**config.mk**
```make
export PLATFORM = sky130hd
export DESIGN_NAME = multicycle_ctrl_flat
export DESIGN_NICKNAME = d
export VERILOG_FILES = /design/src/rtl/multicycle_ctrl_if.sv /design/src/rtl/multicycle_ctrl.sv /design/src/flat_wrapper.sv
export SDC_FILE = /design/constraint.sdc
export NUM_CORES = 1
export LEC_CHECK = 0
export CAP_MARGIN = 20
export CELL_PAD_IN_SITES_DETAIL_PLACEMENT = 1
export CELL_PAD_IN_SITES_GLOBAL_PLACEMENT = 2
export CORE_MARGIN = 2
export CORE_UTILIZATION = 27
export CTS_BUF_LIST = sky130_fd_sc_hd__clkbuf_8
export DETAILED_ROUTE_END_ITERATION = 7
export PLACE_DENSITY = 0.94
export SETUP_SLACK_MARGIN = 0.2
export SYNTH_ARGS = -nofsm -noshare
export SYNTH_HDL_FRONTEND = slang
export SYNTH_SLANG_ARGS = --single-unit
```
**constraint.sdc**
```tcl
create_clock -name clk -period 5.1 [get_ports clk]
set_input_delay 1.53 -clock clk [delete_from_list [all_inputs] [get_ports clk]]
set_output_delay 1.53 -clock clk [all_outputs]
set_load 0.005 [all_outputs]
```
**src/rtl/multicycle_ctrl_if.sv**
```systemverilog
// Controller <-> datapath bus for multicycle_ctrl.
// The controller takes the master modport. The datapath, or a bench standing in
// for it, takes the slave modport.
interface multicycle_ctrl_if #(
    parameter int ALUOP_W = 4
);
    // Instruction fields and status flags into the controller
    logic [5:0]         op;
    logic [5:0]         funct;
    logic               zero;
    logic               md_done;

    // Control outputs from the controller
    logic               pc_write;
    logic               ir_write;
    logic               reg_write;
    logic               mem_read;
    logic               mem_write;
    logic               s_num_write;
    logic               s_b;
    logic               s_wb;
    logic               md_start;
    logic               trap;
    logic [ALUOP_W-1:0] aluop;
    logic [1:0]         s_ext;
    logic [2:0]         state;

    modport master (
        input  op, funct, zero, md_done,
        output pc_write, ir_write, reg_write, mem_read, mem_write,
               s_num_write, s_b, s_wb, md_start, trap, aluop, s_ext, state
    );

    modport slave (
        output op, funct, zero, md_done,
        input  pc_write, ir_write, reg_write, mem_read, mem_write,
               s_num_write, s_b, s_wb, md_start, trap, aluop, s_ext, state
    );
endinterface

```
**src/rtl/multicycle_ctrl.sv**
```systemverilog
// multicycle_ctrl: FSM control unit for a small MIPS-like multicycle datapath.
//
// Instruction flow:
//   FETCH -> DECODE -> EXEC -> {MEM, WB, MD_WAIT, FETCH}
//
// TRAP state:
//   - Entered on an unknown opcode or on a mult/div timeout.
//   - Sticky until reset.
//
// ALU opcode encodings (zero-extended to ALUOP_W):
//   ADDU = 0001, SUBU = 0011, AND = 0100, OR = 0101, LUI = 1111.
//   ADDU/SUBU/AND/OR match the low four bits of the matching R-type funct.
//
// s_ext encodings:
//   00 = zero-extend, 01 = sign-extend.
//
// Optional feature, enabled by defining MULTDIV_EN:
//   - MULT and DIV start the external unit and wait in MD_WAIT with a timeout.
//   - Without the macro, both functs trap from DECODE.
module multicycle_ctrl #(
    parameter int ALUOP_W    = 4,
    parameter int MD_TIMEOUT = 64
) (
    input  logic              clk,
    input  logic              rst,
    multicycle_ctrl_if.master bus
);

    localparam logic [2:0] S_FETCH   = 3'd0;
    localparam logic [2:0] S_DECODE  = 3'd1;
    localparam logic [2:0] S_EXEC    = 3'd2;
    localparam logic [2:0] S_MEM     = 3'd3;
    localparam logic [2:0] S_WB      = 3'd4;
    localparam logic [2:0] S_MD_WAIT = 3'd5;
    localparam logic [2:0] S_TRAP    = 3'd6;

    localparam logic [5:0] OP_SPECIAL = 6'b000000;
    localparam logic [5:0] OP_ADDI    = 6'b001000;
    localparam logic [5:0] OP_ADDIU   = 6'b001001;
    localparam logic [5:0] OP_ANDI    = 6'b001100;
    localparam logic [5:0] OP_ORI     = 6'b001101;
    localparam logic [5:0] OP_LUI     = 6'b001111;
    localparam logic [5:0] OP_LW      = 6'b100011;
    localparam logic [5:0] OP_SW      = 6'b101011;
    localparam logic [5:0] OP_BEQ     = 6'b000100;
    localparam logic [5:0] OP_J       = 6'b000010;

    localparam logic [5:0] FN_MULT = 6'b011000;
    localparam logic [5:0] FN_DIV  = 6'b011010;

    localparam logic [3:0] ALU_ADDU = 4'b0001;
    localparam logic [3:0] ALU_SUBU = 4'b0011;
    localparam logic [3:0] ALU_AND  = 4'b0100;
    localparam logic [3:0] ALU_OR   = 4'b0101;
    localparam logic [3:0] ALU_LUI  = 4'b1111;

    localparam logic [1:0] EXT_ZERO = 2'b00;
    localparam logic [1:0] EXT_SIGN = 2'b01;

    // Last MD_WAIT count value before the wait is declared hung
    localparam logic [7:0] MD_LAST = 8'(MD_TIMEOUT - 1);

    logic [2:0] state_q, state_d;
    logic [5:0] op_q, funct_q;
    logic       op_legal;
    logic       is_md;

    function automatic logic is_md_funct(input logic [5:0] f);
        return (f == FN_MULT) || (f == FN_DIV);
    endfunction

    function automatic logic [ALUOP_W-1:0] alu(input logic [3:0] code);
        return ALUOP_W'(code);
    endfunction

    // Judge the live opcode during DECODE; the latched copy is not valid yet
    always_comb begin
        case (bus.op)
            OP_SPECIAL: begin
`ifdef MULTDIV_EN
                op_legal = 1'b1;
`else
                op_legal = !is_md_funct(bus.funct);
`endif
            end
            OP_ADDI, OP_ADDIU, OP_ANDI, OP_ORI, OP_LUI,
            OP_LW, OP_SW, OP_BEQ, OP_J: op_legal = 1'b1;
            default:                    op_legal = 1'b0;
        endcase
    end

`ifdef MULTDIV_EN
    logic [7:0] md_cnt_q, md_cnt_d;

    assign is_md = (op_q == OP_SPECIAL) && is_md_funct(funct_q);

    // Count cycles spent in MD_WAIT; completion or any other state clears it
    always_comb begin
        // NOTE: every combinational output gets a default first, so no path leaves it unassigned and no latch is inferred.
        md_cnt_d = 8'd0;
        if ((state_q == S_MD_WAIT) && !bus.md_done) begin
            md_cnt_d = md_cnt_q + 8'd1;
        end
    end

    // Mult/div wait counter register
    always_ff @(posedge clk or posedge rst) begin
        if (rst) begin
            md_cnt_q <= 8'd0;
        end else begin
            md_cnt_q <= md_cnt_d;
        end
    end
`else
    logic [8:0] unused_md;

    assign is_md     = 1'b0;
    assign unused_md = {bus.md_done, MD_LAST};
`endif

    // Next-state selection
    always_comb begin
        state_d = state_q;
        case (state_q)
            S_FETCH:  state_d = S_DECODE;
            S_DECODE: state_d = op_legal ? S_EXEC : S_TRAP;
            S_EXEC: begin
                case (op_q)
                    OP_LW, OP_SW: state_d = S_MEM;
                    OP_BEQ, OP_J: state_d = S_FETCH;
                    default:      state_d = is_md ? S_MD_WAIT : S_WB;
                endcase
            end
            S_MEM: state_d = (op_q == OP_LW) ? S_WB : S_FETCH;
            S_WB:  state_d = S_FETCH;
            S_MD_WAIT: begin
`ifdef MULTDIV_EN
                // Completion wins over a timeout that lands in the same cycle
                if (bus.md_done) begin
                    state_d = S_FETCH;
                end else if (md_cnt_q == MD_LAST) begin
                    state_d = S_TRAP;
                end
`else
                state_d = S_TRAP;
`endif
            end
            default: state_d = S_TRAP;
        endcase
    end

    // State register and the instruction-field latches loaded in DECODE
    always_ff @(posedge clk or posedge rst) begin
        if (rst) begin
            // NOTE: sequential state uses non-blocking assignments only, so all flops see pre-edge values regardless of block order.
            state_q <= S_FETCH;
            op_q    <= 6'd0;
            funct_q <= 6'd0;
        end else begin
            state_q <= state_d;
            if (state_q == S_DECODE) begin
                op_q    <= bus.op;
                funct_q <= bus.funct;
            end
        end
    end

    // Control outputs, decoded from the state and the latched fields and forced idle during reset
    always_comb begin
        bus.pc_write    = 1'b0;
        bus.ir_write    = 1'b0;
        bus.reg_write   = 1'b0;
        bus.mem_read    = 1'b0;
        bus.mem_write   = 1'b0;
        bus.s_num_write = 1'b0;
        bus.s_b         = 1'b0;
        bus.s_wb        = 1'b0;
        bus.md_start    = 1'b0;
        bus.trap        = 1'b0;
        bus.aluop       = '0;
        bus.s_ext       = EXT_ZERO;
        bus.state       = state_q;
        if (!rst) begin
            case (state_q)
                S_FETCH: begin
                    bus.ir_write = 1'b1;
                    bus.pc_write = 1'b1;
                    bus.aluop    = alu(ALU_ADDU);
                end
                S_DECODE, S_MD_WAIT: begin
                end
                S_EXEC: begin
                    case (op_q)
                        OP_SPECIAL: begin
                            bus.aluop       = ALUOP_W'(funct_q);
                            bus.s_num_write = 1'b1;
                            bus.md_start    = is_md;
                        end
                        OP_ADDI, OP_ADDIU, OP_LW, OP_SW: begin
                            bus.aluop = alu(ALU_ADDU);
                            bus.s_ext = EXT_SIGN;
                            bus.s_b   = 1'b1;
                        end
                        OP_ANDI: begin
                            bus.aluop = alu(ALU_AND);
                            bus.s_b   = 1'b1;
                        end
                        OP_ORI: begin
                            bus.aluop = alu(ALU_OR);
                            bus.s_b   = 1'b1;
                        end
                        OP_LUI: begin
                            bus.aluop = alu(ALU_LUI);
                            bus.s_b   = 1'b1;
                        end
                        OP_BEQ: begin
                            // Subtract rs - rt so the datapath's zero flag reflects equality
                            bus.aluop    = alu(ALU_SUBU);
                            bus.pc_write = bus.zero;
                        end
                        default: bus.pc_write = 1'b1;
                    endcase
                end
                S_MEM: begin
                    bus.mem_read  = (op_q == OP_LW);
                    bus.mem_write = (op_q == OP_SW);
                end
                S_WB: begin
                    bus.reg_write = 1'b1;
                    bus.s_wb      = (op_q == OP_LW);
                end
                default: bus.trap = 1'b1;
            endcase
        end
    end

endmodule

```
**src/flat_wrapper.sv**
```systemverilog
// flat-port wrapper written by rule: the top's interface ports become plain ports
module multicycle_ctrl_flat 
#(
    parameter int ALUOP_W    = 4,
    parameter int MD_TIMEOUT = 64
)
  (clk, rst, bus_op, bus_funct, bus_zero, bus_md_done, bus_pc_write, bus_ir_write, bus_reg_write, bus_mem_read, bus_mem_write, bus_s_num_write, bus_s_b, bus_s_wb, bus_md_start, bus_trap, bus_aluop, bus_s_ext, bus_state);
  multicycle_ctrl_if #(.ALUOP_W(ALUOP_W)) bus_i ();
  input  logic clk;
  input  logic rst;
  input wire logic [$bits(bus_i.op)-1:0] bus_op;
  input wire logic [$bits(bus_i.funct)-1:0] bus_funct;
  input wire logic [$bits(bus_i.zero)-1:0] bus_zero;
  input wire logic [$bits(bus_i.md_done)-1:0] bus_md_done;
  output wire logic [$bits(bus_i.pc_write)-1:0] bus_pc_write;
  output wire logic [$bits(bus_i.ir_write)-1:0] bus_ir_write;
  output wire logic [$bits(bus_i.reg_write)-1:0] bus_reg_write;
  output wire logic [$bits(bus_i.mem_read)-1:0] bus_mem_read;
  output wire logic [$bits(bus_i.mem_write)-1:0] bus_mem_write;
  output wire logic [$bits(bus_i.s_num_write)-1:0] bus_s_num_write;
  output wire logic [$bits(bus_i.s_b)-1:0] bus_s_b;
  output wire logic [$bits(bus_i.s_wb)-1:0] bus_s_wb;
  output wire logic [$bits(bus_i.md_start)-1:0] bus_md_start;
  output wire logic [$bits(bus_i.trap)-1:0] bus_trap;
  output wire logic [$bits(bus_i.aluop)-1:0] bus_aluop;
  output wire logic [$bits(bus_i.s_ext)-1:0] bus_s_ext;
  output wire logic [$bits(bus_i.state)-1:0] bus_state;
  assign bus_i.op = bus_op;
  assign bus_i.funct = bus_funct;
  assign bus_i.zero = bus_zero;
  assign bus_i.md_done = bus_md_done;
  assign bus_pc_write = bus_i.pc_write;
  assign bus_ir_write = bus_i.ir_write;
  assign bus_reg_write = bus_i.reg_write;
  assign bus_mem_read = bus_i.mem_read;
  assign bus_mem_write = bus_i.mem_write;
  assign bus_s_num_write = bus_i.s_num_write;
  assign bus_s_b = bus_i.s_b;
  assign bus_s_wb = bus_i.s_wb;
  assign bus_md_start = bus_i.md_start;
  assign bus_trap = bus_i.trap;
  assign bus_aluop = bus_i.aluop;
  assign bus_s_ext = bus_i.s_ext;
  assign bus_state = bus_i.state;
  multicycle_ctrl #(.ALUOP_W(ALUOP_W), .MD_TIMEOUT(MD_TIMEOUT)) u_core (.clk(clk), .rst(rst), .bus(bus_i));
endmodule
```
==> results of run 1 <==
==> synth_stat cells, types with 2 or more instances <==
cell,count
o211ai_1,2
a21oi_1,6
inv_1,4
mux2_2,7
clkbuf_1,2
nor2b_1,3
a2111oi_0,2
o21ai_0,9
buf_4,3
nand2_1,13
nor2_1,11
nor3_1,3
buf_2,2
o21a_1,2
nand3_1,3
dfrtp_1,13
and3b_1,2
==> where the power goes <==
group	internal (mW)	total, mW	switching (mW)	leakage [nW]
registers	0.155	0.261	0.105	0.153
clock network	0.0541	0.0954	0.0413	0.0255
logic	0.147	0.246	0.0995	0.290
==> stage by stage <==
| step | hold WS [ps] | std cells |
|---|---|---|
| floorplan | 472 | 110 |
| global placement | 497 | 181 |
| detailed placement | 493 | 181 |
| CTS | 507 | 185 |
| global route | 523 | 185 |
| finish | 501 | 185 |
==> per-layer routing <==
metal | share of wire [%] | wire length, microns
met5 | 0 | 0
met4 | 1.7 | 43
met3 | 3.0 | 74
met2 | 48 | 1190
met1 | 47 | 1150
==> logic make-up (layout without fill, tap and decap cells) <==
group | count (synthesis) | in the layout | share of synthesized area [%]
flip-flops | 13 | 13 | 35.6
AO/OA/AOI/OAI | 27 | 27 | 19.2
AND/OR/NAND/NOR | 48 | 48 | 28.0
buffers and inverters | 12 | 41 | 7.25
multiplexers | 7 | 7 | 8.62
XOR/XNOR | 1 | 1 | 0.958
other | 1 | 2 | 0.410
==> sequential cells by signal, indices dropped and copies added (netlist names) <==
signal / flops
u_core.op_q: 6
u_core.funct_q: 4
u_core.bus.state: 3
==> how the worst max path moves through the flow <==
stage | from | cells past startpoint | to
global placement | rst | 5 | bus_s_ext[0]
detailed placement | rst | 5 | bus_s_ext[0]
CTS | rst | 5 | bus_s_ext[0]
finish | rst | 5 | bus_s_ext[0]
floorplan | rst | 4 | bus_aluop[0]
global route | rst | 6 | bus_s_b
==> area by class of cell <==
cell class | count | area [sq um]
Clock buffer | 3 | 41.3
Inverter | 4 | 15.0
Timing Repair Buffer | 33 | 325
Multi-Input combinational cell | 85 | 528
Fill cell | 393 | 1990
Tap cell | 46 | 57.6
Clock inverter | 1 | 5.00
Sequential cell | 13 | 325
==> timing repair <==
action                                  CTS  global route
endpoints found under the setup margin    0             1
hold endpoints to repair                  0             0
resized for setup                         0             1
==> results list, run 1 <==
- The floorplan step set the die height to 62.2 microns.
- TritonCTS built the clock tree.
* Final net count: 156
- Buffers and inverters on the worst path: 2
- The first routing iteration left 44 violations.
- Max incr delay on CP: 570 ps
- By startpoint and endpoint, the worst setup path is classified as input port to output port.
* CP Capture Type: output port
- In this run the most used layer during global routing was met2.
- Met3 usage in global routing: 1.27%
* Worst vdd ir: 100 uV
* Post-Syn Area per Cell: between 8 and 9 sq um
* Via Count: slightly above 900
- In the layout the commonest cells are clkdlybuf4s50_1, nand2_1, dfrtp_1.
- Dividing the detail-routed wire length by the instance count gives 13.3 microns.
- Static timing analysis puts the maximum clock frequency at 208 MHz.
* Fraction of the yosys area taken by sequential cells: 35.6%
* Yosys top cell area share: 35.6%
- Worst hold path cell count: 1
- The number of antenna violations at the first check in global routing is 0.
* Final antenna-violating net count: 0
* Number of clock sinks seen by CTS: 13
* Setup slack after layout: slightly below 300 ps
- Fraction of layout instances using a drive strength above 1: 10.8%
- Flop and latch count out of synthesis: 13
* Reg2reg end: u_core.op_q[3]
* Result of the run: finished, final reports clean
- Largest buffer count on any clock path: 2
- Setup repair after global routing left no endpoint under its margin.
- Reported max-cap violation count: 0
- In this run the critical register-to-register path is launched from u_core.bus.state[2].
- Cell row count: 21
* Relative slew slack: 42.1%
- Buffers inserted during post-CTS setup optimization: 0
- After detailed routing, the number of remaining DRC violations is 0.
- Latest clock arrival within the worst-skew pair: 250 ps
- Path category of the worst min-delay check: flip-flop to flip-flop
* Port bufs: 31
- Global routing used a little over an eighth of the available tracks across all layers.
- After routing, the total negative slack on setup checks comes to 0 ps.
- Met2 Usage GRT: 23.4%
- Routability-driven placement finished with a final weighted congestion of 0.711.
* Clk pin slew, worst setup/hold paths: 60 ps
* Hold_sp: u_core.funct_q[0]
* Post-synthesis cell count: about 110
- For this run the aggregate overflow at the end of global routing stands at 0.
- The die covers 0.00387 sq mm.
* Cell Area, Synth: 915 sq um
* Top cell family by delay on the critical path: buffers and inverters
* Total Routed Length: 2460 microns
- Number of synthesized flops with an enable pin: 0
- Most prevalent standard cell on the critical path: clkdlybuf4s50_1
* Worst Path Arrival: 3280 ps
- For hold timing, the worst endpoint is u_core.funct_q[0].
- The worst register-to-register path has a setup slack of 3130 ps.
- Final period demand of the worst path: 4810 ps
- Between clock sinks in the finished design, the worst skew comes to 0.953 ps.
- Effective utilization at floorplan: 27.8%
* Total design power: 0.603 mW
- The tree is rooted in a clkbuf_8.
- The number of hold buffers added after CTS was 0.
* Worst Setup Slack post-DPL: 286 ps
- Power spread over the standard cell area amounts to between 400 and 500 mW/mm^2.
- Most common cell after layout, fill and taps aside: clkdlybuf4s50_1
- Cell types with the largest area share after synthesis: dfrtp_1, mux2_2, nand2_1, o21ai_0, nor2_1
* Synth area leader: dfrtp_1
* Synth-to-layout area growth: 41.9%
* DIE WIDTH: 62.2 microns
- The final critical path takes up 94.2% of the cycle.
* Total placed instance area: between 0.001 and 0.0015 sq mm
- The via count of the first global-routing pass came to 908.
- At the pin with the least slew margin, the transition time is 867 ps.
* Wire length of the first global-routing pass: approximately 4200 microns
* Post-DP HPWL: 1940 microns
- Share of synthesized flip-flops with an asynchronous set or reset: 100%
- Once layout is done, the placed cells without fillers occupy 0.00130 sq mm.
- In this run the standard cell core region covers between 0.003 and 0.004 sq mm.
* Number of slew-limit violations in the final report: 0
- Among all stages on the critical path, the largest delay is contributed by clkdlybuf4s50_1.
- Static power due to leakage: 0.468 nW
- Setup violations remaining at the end of the flow were counted as 0.
* Number of diodes added for antenna fixing: 0
- The signal on the critical path passes through clkdlybuf4s50_1, nor2b_1, nand2_1, a2111oi_1, clkdlybuf4s50_1.
- TritonCTS Buffers: 3
- Most used flip-flop cell after synthesis: dfrtp_1
- Entering global routing, the biggest net connects 15 pins.
- Along the worst path, the maximum fanout reaches 4.
- Count of cells along the worst register-to-register path: 3
* Via density per instance: 4.94
- In this run, distinct cell masters in the synthesized netlist total 39.
- CTS built an H-tree with a depth of 1.
* Data required time of the critical path: roughly 3600 ps
- Final-report hold violation count: 0
- Startpoint kind of the worst setup timing path: input port
- For this run, the number of Yosys warnings is 0.
- For this run, the detailed router's first-pass iteration total came to 4.
- Global routing used between 10% and 20% of the available met1 tracks.
- Number of top-level design ports: 35
- Cells fill 39.5% of the core in the end.
Power figures use the tool's default switching activity.
==> inputs of run 2 (changes only) <==
CAP_MARGIN = 25   (was 20)
==> results of run 2 <==
The final DEF is identical to that of run 1; final timing and power are the same.
